===== src/rtl/seq_digit_gen.sv =====
// Programmable digit-sequence generator: walks a writable table of DEPTH digits,
// forward or reverse, wrapping or stopping at the end, with wrap/done status.
module seq_digit_gen #(
  parameter int                       WIDTH = 4,
  parameter int                       DEPTH = 6,
  parameter logic [DEPTH*WIDTH-1:0]   INIT  = {4'h2, 4'h1, 4'h2, 4'h1, 4'h2, 4'h9},
  localparam int                      IW    = (DEPTH > 1) ? $clog2(DEPTH) : 1
) (
  input  logic             clk,
  input  logic             reset,
  input  logic             en,
  input  logic             dir,
  input  logic             mode,
  input  logic             restart,
  input  logic             wr_en,
  input  logic [IW-1:0]    wr_addr,
  input  logic [WIDTH-1:0] wr_data,
  output logic [WIDTH-1:0] digit,
  output logic [IW-1:0]    idx,
  output logic             wrap,
  output logic             done
);

  localparam logic [IW-1:0] LAST = IW'(DEPTH - 1);

  logic [WIDTH-1:0] table_reg [DEPTH];
  logic [DEPTH-1:0] wr_hit;
  logic             wr_ok;
  logic             at_bound;
  logic [IW-1:0]    start_idx;
  logic [IW-1:0]    step_idx;
  logic [IW-1:0]    idx_next;
  logic [WIDTH-1:0] digit_next;
  logic             wrap_next;
  logic             done_next;

  // Out-of-range addresses are dropped so they can never alias onto a real entry.
  assign wr_ok = wr_en && (wr_addr <= LAST);

  genvar gi;
  generate
    for (gi = 0; gi < DEPTH; gi++) begin : g_hit
      assign wr_hit[gi] = wr_ok && (wr_addr == IW'(gi));
    end
  endgenerate

  always_comb begin
    at_bound   = dir ? (idx == '0) : (idx == LAST);
    start_idx  = dir ? LAST : '0;
    step_idx   = dir ? (idx - IW'(1)) : (idx + IW'(1));
    idx_next   = idx;
    wrap_next  = 1'b0;
    done_next  = done;
    if (restart) begin
      idx_next  = start_idx;
      done_next = 1'b0;
    end else if (en && !done) begin
      if (!at_bound) begin
        idx_next = step_idx;
      end else if (mode) begin
        done_next = 1'b1;
      end else begin
        idx_next  = start_idx;
        wrap_next = 1'b1;
      end
    end
    // A same-edge write to the entry we are moving onto must show up immediately.
    if (wr_ok && (wr_addr == idx_next)) begin
      digit_next = wr_data;
    end else begin
      digit_next = table_reg[idx_next];
    end
  end

  always_ff @(posedge clk or negedge reset) begin
    if (!reset) begin
      for (int k = 0; k < DEPTH; k++) begin
        table_reg[k] <= INIT[k*WIDTH +: WIDTH];
      end
    end else begin
      for (int k = 0; k < DEPTH; k++) begin
        if (wr_hit[k]) begin
          table_reg[k] <= wr_data;
        end
      end
    end
  end

  always_ff @(posedge clk or negedge reset) begin
    if (!reset) begin
      idx   <= '0;
      digit <= INIT[WIDTH-1:0];
      wrap  <= 1'b0;
      done  <= 1'b0;
    end else begin
      idx   <= idx_next;
      digit <= digit_next;
      wrap  <= wrap_next;
      done  <= done_next;
    end
  end

endmodule


===== config.mk =====
export PLATFORM = sky130hd
export DESIGN_NAME = seq_digit_gen
export DESIGN_NICKNAME = d
export VERILOG_FILES = /design/src/rtl/seq_digit_gen.sv
export SDC_FILE = /design/constraint.sdc
export NUM_CORES = 1
export LEC_CHECK = 0
export CAP_MARGIN = 15
export CORE_UTILIZATION = 30
export DETAILED_ROUTE_END_ITERATION = 10
export PLACE_DENSITY = 0.55
export SYNTH_ARGS = -nofsm -noshare
export SYNTH_HDL_FRONTEND = slang
export SYNTH_SLANG_ARGS = --single-unit

===== constraint.sdc =====
create_clock -name clk -period 5.7 [get_ports clk]
set_input_delay 0.855 -clock clk [delete_from_list [all_inputs] [get_ports clk]]
set_output_delay 0.855 -clock clk [all_outputs]
set_load 0.02 [all_outputs]

==> results.py, run 1 <==
metrics = {
    "hold_path": {
        "min_path_type": "reg2reg",
    },
    "cells_and_area": {
        "largest_register_ff_count": 24,
        "layout_commonest_cell": "dfrtp_1",
        "final_cell_mix": "dfrtp_1 (24), clkdlybuf4s50_1 (22), inv_1 (16), mux2_2 (16), nand2_1 (14)",
        "drive_gt1_frac": 0.219,
        "n_antenna_cell": 0,
        "area_delta_synth_final_pct": 20.5,
        "nFillCells": 601,
        "fin_nets": 206,
        "final_area_um2": 2220,
    },
    "clock_tree": {
        "tritoncts": "done",
        "cts_buffer_depth": 2,
        "postCtsHoldBufs": 0,
        "clock_sinks": 33,
        "path_clk_slew_ns": 0.07,
        "clock_latency_ns": 0.29,
        "ctsResizeCount": 0,
        "numCtsBuffers": 5,
        "post_cts_buffers": 0,
        "cts_max_level": 2,
        "cts-root-buf": "clkbuf_8",
    },
    "timing": {
        "maxSlewHeadroom": 0.476,
        "worst_pin_slew_ns": 0.785,
        "fmax_ghz": 0.301,
        "rsz0062_at_grt": "no",
        "fin_crit_ns": 3.33,
        "slew_violations": 0,
        "fin_crit_sh": 0.584,
        "setup_viol": 0,
        "tns_ns": 0,
        "final_hold_viol_count": 0,
        "skew_ns": 0.00637,
        "holdWs_ns": 0.482,
    },
    "placed_design": {
        "dpl.hpwl_mm": 2.89,
        "gp_congestion": 0.756,
        "place_area_um2": 2100,
        "io_buffer_count": 22,
    },
    "die": {
        "pin_count": 23,
        "core_area_um2": 5920,
        "std_cell_rows": 28,
        "die_area_um2": 6450,
        "fp.dieH_um": 80.3,
        "dieWidth_um": 80.3,
        "initial_utilization": 0.311,
    },
    "global_route": {
        "grt_pass1_vias": 1342,
        "grt_usage": 0.141,
        "antenna_found_initial": 0,
        "grt_max_degree": 34,
        "grt_overflow": 0,
        "grt_pass1_wl_mm": 6.63,
    },
    "power": {
        "total_power_uw": 767,
        "seq_power_share": 0.420,
        "irDropWorstVdd_mv": 0.159,
        "pwr-share-clk": 0.302,
        "p_int_uw": 541,
        "p_leak_nw": 0.921,
        "cellPowerDensity_nw_per_um2": 346,
        "p_comb_frac": 0.278,
        "swShare": 0.294,
        "p_sw_uw": 225,
    },
    "synth": {
        "ys_seq_elements": 33,
        "synth_top_area_share": 0.327,
        "synth_compound_area_frac": 0.193,
        "syn_nets": 185,
        "syn_area_um2": 1840,
        "syn_area_per_cell_um2": 10.8,
        "synth_adder_area_share": 0.0109,
        "syn_inst": 170,
        "synthTopCellsByArea": "dfrtp_1 (33%), dfstp_2 (13%), mux2_2 (9.8%)",
        "synthMuxAreaShare": 0.133,
        "synth_top_family_by_area": "compound AO/OA/AOI/OAI gates",
        "ys_warn_count": 0,
        "synthSimpleGateAreaFrac": 0.123,
        "synth_xor_area_frac": 0.0170,
        "yosys.area.top_type": "dfrtp_1",
        "yosysSeqAreaShare": 0.455,
        "yosys.cell_types.count": 44,
    },
    "route": {
        "dr.first_iter.drc_count": 36,
        "via_per_inst": 5.15,
        "drt_wl_total_mm": 4.11,
        "dr_wl_met3_um": 169,
        "met2WireLength_mm": 1.82,
        "ant_nets": 0,
        "routedWlPerCell_um": 15.4,
        "wl_met1_mm": 2.05,
        "drc": 0,
        "vias": 1375,
        "route.top_layer_used": "met4",
        "first_pass_iters": 4,
    },
    "status": {
        "outcome": "finished, final reports clean",
    },
    "worst_setup_path": {
        "required_ns": 5.87,
        "crit_type": "in2reg",
        "cp-start-kind": "primary input",
        "crit_arrival_ns": 3.50,
        "end_kind": "flop",
        "cp_max_fo": 14,
    },
    "run": {
        "cap_violations": 0,
    },
}
power groups by stage:
stage	Clock [mW]	Sequential (mW)	Combinational, mW
3_5_place_dp	0	0.327	0.213
3_3_place_gp	0	0.327	0.211
5_1_grt	0.245	0.329	0.235
4_1_cts	0.237	0.323	0.214
6_report	0.231	0.322	0.213
2_1_floorplan	0	0.336	0.133
metal layers:
| layer | GRT usage | vias up |
|---|---|---|
| li1 | - | 662 |
| met1 | 0.186 | 681 |
| met2 | 0.221 | 25 |
| met3 | 0.0295 | 7 |
| met4 | 0.0643 | 0 |
| met5 | 0 | - |
cells by family (layout without fill, tap and decap cells):
kind of cell	Yosys count	count (layout)
and+or+nand+nor	39	39
buffers and inverters	26	48
muxes	22	22
AOI/OAI and AO/OA	47	47
DFF	33	33
adders and majority gates	1	1
xor gates and xnor gates	2	2
path summary, 6_finish.rpt:
check                               from       endpoint  slack, ns  cells past startpoint
max reg2reg                       idx[2]       digit[2]       3.04                      6
max                              restart       digit[2]       2.37                      7
min                        table_reg[10]  table_reg[10]       0.48                      2
min in group asynchronous          reset  table_reg[18]       0.96                      2
min reg2reg                table_reg[10]  table_reg[10]       0.48                      2
max in group asynchronous          reset  table_reg[23]       4.40                      2
final cells by class:
cell class / instances / area (µm²) / area share
clock buffers: 7 / 86.3 / 0.0389
clock inverters: 1 / 30.0 / 0.0135
inverters: 17 / 63.8 / 0.0288
multi-input cells: 111 / 878 / 0.396
flip-flops and latches: 33 / 837 / 0.378
well taps: 75 / 93.8 / 0.0423
repair buffers: 23 / 228 / 0.103
cell usage after synthesis:
library cell,count
a22o_1,1
nor3b_1,1
nand3b_1,1
nor2b_1,1
or4bb_1,1
or3b_1,2
nand4_2,1
a211oi_1,1
a21o_2,1
dfrtp_1,24
mux2i_1,5
a21oi_4,1
o21a_1,1
o221ai_1,8
a32oi_1,4
fa_1,1
nand3_1,2
o21ai_0,12
mux2_4,1
nand4b_1,1
xor2_1,1
o21ai_1,1
or2_1,1
clkbuf_1,5
inv_2,1
nor2_1,3
nand3_2,1
mux2_2,16
and2_1,1
inv_1,16
or4bb_2,1
buf_4,1
dfstp_2,9
nand2_1,14
or2_2,1
nor3_1,3
a21oi_1,3
a221oi_1,2
o211ai_1,8
a211o_1,3
buf_6,3
o22a_4,1
nand2b_1,4
xnor3_1,1
metrics by stage:
stage                     utilization  std cells  setup slack, ns
after floorplan                     -        170             3.10
after global placement          0.355        259             2.07
after detailed placement        0.355        259             2.12
after CTS                       0.374        267             2.42
after global routing            0.374        267             2.25
final                           0.374        267             2.37
worst max-delay path: stages:
cell and delay (ns):
clkdlybuf4s50_1 0.61, nor2b_1 0.68, a211o_1 0.38, o22a_4 0.32, mux2_2 0.37, a32oi_1 0.17
mux2i_1 0.10
(Power assumes the default switching activity.)
==> run 2: changes to the inputs <==
==> constraint.sdc (replaced) <==
create_clock -name clk -period 3.2 [get_ports clk]
set_input_delay 0.48 -clock clk [delete_from_list [all_inputs] [get_ports clk]]
set_output_delay 0.48 -clock clk [all_outputs]
set_load 0.02 [all_outputs]
==> results.py, run 2 (synthesis results as in run 1) <==
metrics = {
    "status": {
        "outcome": "finished, final reports clean",
    },
    "timing": {
        "maxSlewHeadroom": 0.489,
        "final_hold_viol_count": 0,
        "fin_crit_sh": 0.834,
        "fmax_ghz": 0.374,
        "worst_pin_slew_ns": 0.761,
        "tns_ns": 0,
        "setup_slack_ns": 0.530,
        "rsz0062_at_grt": "no",
        "skew_ns": 0.00637,
        "slew_violations": 0,
        "setup_viol": 0,
        "fin_crit_ns": 2.67,
    },
    "hold_path": {
        "hold_depth": 2,
        "min_path_type": "reg2reg",
    },
    "die": {
        "die_area_um2": 6450,
        "pin_count": 23,
        "initial_utilization": 0.311,
        "core_area_um2": 5920,
        "dieWidth_um": 80.3,
        "fp.dieH_um": 80.3,
        "std_cell_rows": 28,
    },
    "route": {
        "ant_nets": 0,
        "first_pass_iters": 4,
        "vias": 1379,
        "via_per_inst": 5.09,
        "drt_wl_total_mm": 4.18,
        "routedWlPerCell_um": 15.4,
        "drc": 0,
        "dr.first_iter.drc_count": 60,
    },
    "cells_and_area": {
        "layout_commonest_cell": "dfrtp_1",
        "fin_nets": 210,
        "instances_no_fill": 271,
        "largest_register_ff_count": 24,
        "n_antenna_cell": 0,
        "drive_gt1_frac": 0.240,
        "nFillCells": 605,
        "final_cell_mix": "dfrtp_1 (24), clkdlybuf4s50_1 (22), inv_1 (16), mux2_2 (16), nand2_1 (14)",
        "area_delta_synth_final_pct": 21.4,
    },
    "global_route": {
        "grt_usage": 0.145,
        "grt_max_degree": 34,
        "grt_overflow": 0,
        "grt_pass1_wl_mm": 6.88,
        "grt_pass1_vias": 1360,
        "antenna_found_initial": 0,
    },
    "power": {
        "irDropWorstVdd_mv": 0.237,
        "p_leak_nw": 0.937,
        "cellPowerDensity_nw_per_um2": 588,
    },
    "worst_setup_path": {
        "rr_worst_depth": 6,
        "crit_type": "in2reg",
        "required_ns": 3.37,
        "crit_arrival_ns": 2.84,
        "cp_max_fo": 14,
        "cp-start-kind": "primary input",
        "end_kind": "flop",
    },
    "clock_tree": {
        "path_clk_slew_ns": 0.06,
        "cts_max_level": 2,
        "cts-root-buf": "clkbuf_8",
        "clock_latency_ns": 0.29,
        "postCtsHoldBufs": 0,
        "tritoncts": "done",
        "ctsResizeCount": 0,
        "clock_sinks": 33,
        "post_cts_buffers": 0,
        "numCtsBuffers": 5,
        "cts_buffer_depth": 2,
    },
    "placed_design": {
        "dp_slack_ns": 0.233,
        "dp.cells": 263,
        "dpl.hpwl_mm": 2.98,
        "gp_congestion": 0.745,
        "io_buffer_count": 22,
    },
    "run": {
        "cap_violations": 0,
    },
}
-- run 2: per-stage QoR --
step | hold slack, ns | instance area (µm²) | total power [mW] | util
after floorplan | 0.184 | 1840 | 0.835 | -
after global placement | 0.467 | 2130 | 0.968 | 0.360
after detailed placement | 0.479 | 2130 | 0.975 | 0.360
after CTS | 0.489 | 2230 | 1.33 | 0.377
after global routing | 0.507 | 2230 | 1.39 | 0.377
final | 0.484 | 2230 | 1.31 | 0.377
-- run 2: layer usage --
metal	GRT usage	vias up	share of wire
met5	0	-	0
met3	0.0352	7	0.040
met2	0.227	28	0.46
li1	-	667	-
met4	0.0536	0	0.015
met1	0.194	677	0.49
-- run 2: final cells by class --
type / count / area (µm²) / area share
clock buffers: 7 / 96.3 / 0.0432
clock inverters: 1 / 5.00 / 0.00224
well taps: 75 / 93.8 / 0.0420
inverters: 17 / 63.8 / 0.0286
flip-flops and latches: 33 / 837 / 0.375
multi-input cells: 111 / 878 / 0.393
repair buffers: 27 / 258 / 0.115
-- run 2: worst max-delay path: stages --
cell and delay [ns]:
clkdlybuf4s50_1 0.63, or4bb_2 0.59, a21oi_4 0.23, o22a_4 0.29, mux2_2 0.36, a32oi_1 0.16, mux2i_1 0.09
-- run 2: worst paths after layout --
check	startpoint	endpoint	slack [ns]
max in group asynchronous	reset	table_reg[17]	2.28
min in group asynchronous	reset	table_reg[0]	0.59
max reg2reg	idx[2]	digit[2]	0.75
min reg2reg	table_reg[9]	table_reg[9]	0.48
max	dir	digit[2]	0.53
min	table_reg[9]	table_reg[9]	0.48
-- run 2: power by group --
part | leakage, nW | internal, mW | switching (mW)
combinational | 0.491 | 0.195 | 0.192
clock | 0.0542 | 0.194 | 0.155
sequential | 0.391 | 0.524 | 0.0523
==> run 3: changes to the inputs <==
--- a/config.mk
+++ b/config.mk
@@ -8,7 +8,7 @@
 export CAP_MARGIN = 15
 export CORE_UTILIZATION = 30
 export DETAILED_ROUTE_END_ITERATION = 10
-export PLACE_DENSITY = 0.55
+export PLACE_DENSITY = 0.57
 export SYNTH_ARGS = -nofsm -noshare
 export SYNTH_HDL_FRONTEND = slang
 export SYNTH_SLANG_ARGS = --single-unit
==> constraint.sdc (replaced) <==
create_clock -name clk -period 2.2 [get_ports clk]
set_input_delay 0.33 -clock clk [delete_from_list [all_inputs] [get_ports clk]]
set_output_delay 0.33 -clock clk [all_outputs]
set_load 0.02 [all_outputs]
==> results.py, run 3 (synthesis results as in run 1) <==
metrics = {
    "clock_tree": {
        "cts-root-buf": "clkbuf_8",
        "cts_buffer_depth": 2,
        "cts_max_level": 2,
        "tritoncts": "done",
        "path_clk_slew_ns": 0.08,
        "clock_latency_ns": 0.29,
        "postCtsHoldBufs": 0,
        "clock_sinks": 33,
        "numCtsBuffers": 5,
    },
    "route": {
        "route.top_layer_used": "met4",
        "dr.first_iter.drc_count": 69,
        "vias": 1475,
        "dr_wl_met3_um": 240,
        "via_per_inst": 5.00,
        "drc": 0,
        "met2WireLength_mm": 2.08,
        "wl_met1_mm": 1.95,
        "ant_nets": 0,
        "routedWlPerCell_um": 14.8,
        "first_pass_iters": 4,
        "drt_wl_total_mm": 4.36,
    },
    "die": {
        "pin_count": 23,
        "std_cell_rows": 28,
        "fp.dieH_um": 80.3,
        "initial_utilization": 0.311,
        "die_area_um2": 6450,
        "core_area_um2": 5920,
        "dieWidth_um": 80.3,
    },
    "status": {
        "outcome": "finished, final reports clean",
    },
    "cells_and_area": {
        "n_antenna_cell": 0,
        "regArea_um2": 841,
        "area_delta_synth_final_pct": 34.6,
        "largest_register_ff_count": 24,
        "instances_no_fill": 295,
        "fin_nets": 234,
        "layout_commonest_cell": "buf_4",
        "drive_gt1_frac": 0.359,
        "multi_input_area_um2": 915,
        "nFillCells": 577,
        "final_cell_mix": "buf_4 (28), dfrtp_1 (21), clkdlybuf4s50_1 (20), inv_1 (16), mux2_2 (16)",
    },
    "timing": {
        "final_hold_viol_count": 0,
        "skew_ns": 0.00785,
        "rsz0062_at_grt": "yes",
        "fin_crit_sh": 0.991,
        "slew_violations": 0,
        "fin_crit_ns": 2.18,
        "setup_viol": 0,
        "fmax_ghz": 0.459,
        "maxSlewHeadroom": 0.717,
        "worst_pin_slew_ns": 0.424,
    },
    "worst_setup_path": {
        "slowest_stage": "dfrtp_2",
        "crit_type": "reg2reg",
        "crit_arrival_ns": 2.36,
        "cp_max_fo": 8,
        "crit_family": "compound AO/OA/AOI/OAI gates",
        "ff2ff_setup_slack_ns": 0.02,
        "cp-start-kind": "flop",
        "required_ns": 2.38,
        "slowest_delay_ns": 0.43,
        "path_cells": "or3b_1 -> a211o_1 -> o22a_4 -> buf_4 -> mux2_4 -> a32oi_1 -> mux2i_1",
        "path_buf_inv": 1,
        "end_kind": "flop",
    },
    "power": {
        "irDropWorstVdd_mv": 0.355,
        "pwr-share-clk": 0.288,
        "p_int_mw": 1.48,
        "swShare": 0.294,
        "p_sw_uw": 619,
        "total_power_mw": 2.10,
        "seq_power_share": 0.395,
        "p_leak_nw": 1.07,
        "p_comb_frac": 0.317,
        "cellPowerDensity_nw_per_um2": 849,
    },
    "run": {
        "cap_violations": 0,
    },
    "global_route": {
        "grt_pass1_vias": 1525,
        "grt_overflow": 0,
        "grt_usage": 0.161,
        "grt_max_degree": 34,
        "antenna_found_initial": 0,
        "grt_pass1_wl_mm": 7.56,
    },
    "placed_design": {
        "dp.cells": 284,
        "io_buffer_count": 22,
        "gp_congestion": 0.774,
        "dpl.hpwl_mm": 3.25,
    },
    "hold_path": {
        "min_path_type": "in2reg",
    },
}
-- run 3: changes by cell type in the layout (fill, tap and decap cells not counted), sizes merged --
cell,change
clkinvlp,+1
dlygate4sd2,+1
buf,+24
clkdlybuf4s50,-2
dlymetal6s2s,+1
clkinv,-1
bufinv,+1
clkbuf,-1
-- run 3: path summary, 6_finish.rpt --
path | start | end | depth (start not counted)
min in group asynchronous | reset | table_reg[6] | 2
worst max-delay path | idx[1] | digit[1] | 7
worst max register to register | idx[1] | digit[1] | 7
max in group asynchronous | reset | table_reg[20] | 2
worst min-delay path | mode | wrap | 3
worst min register to register | table_reg[0] | table_reg[0] | 2
-- run 3: stage by stage --
step	instance area (µm²)	hold slack, ns	TNS [ns]	worst slack [ns]	util
floorplan	1850	0.0344	-0.0612	-0.0612	-
global placement	2300	0.464	-2.06	-0.455	0.388
detailed placement	2300	0.470	-2.18	-0.490	0.388
CTS	2440	0.447	0	0.00583	0.412
global route	2480	0.376	-0.145	-0.0660	0.418
finish	2480	0.371	0	0.0195	0.418
-- run 3: layer usage --
metal / up-vias / GRT usage
met3: 10 / 0.0500
met5: - / 0
met1: 704 / 0.202
met4: 0 / 0.0554
met2: 46 / 0.262
li1: 715 / -
-- run 3: final cells by class --
type	instances	share of cell area
Timing Repair Buffer	51	0.179
Multi-Input combinational cell	111	0.369
Tap cell	75	0.0379
Clock buffer	6	0.0334
Inverter	17	0.0258
Sequential cell	33	0.340
Clock inverter	2	0.0152
-- run 3: tightest hold or removal path: stages --
cell	delay, ns
dlymetal6s2s_1	0.12
buf_4	0.13
nor3_1	0.05
-- run 3: power by group through the flow --
stage | Sequential [mW] | Combinational [mW] | Clock [mW]
floorplan | 0.872 | 0.349 | 0
finish | 0.831 | 0.667 | 0.606
detailed placement | 0.842 | 0.646 | 0
global route | 0.849 | 0.732 | 0.654
CTS | 0.831 | 0.661 | 0.621
global placement | 0.839 | 0.636 | 0
-- run 3: timing repair --
item,4_1_cts,5_1_grt
endpoints found under the setup margin,4,4
resized for setup,4,5
pin swaps,2,6
cloned,0,0
buffers inserted,1,2
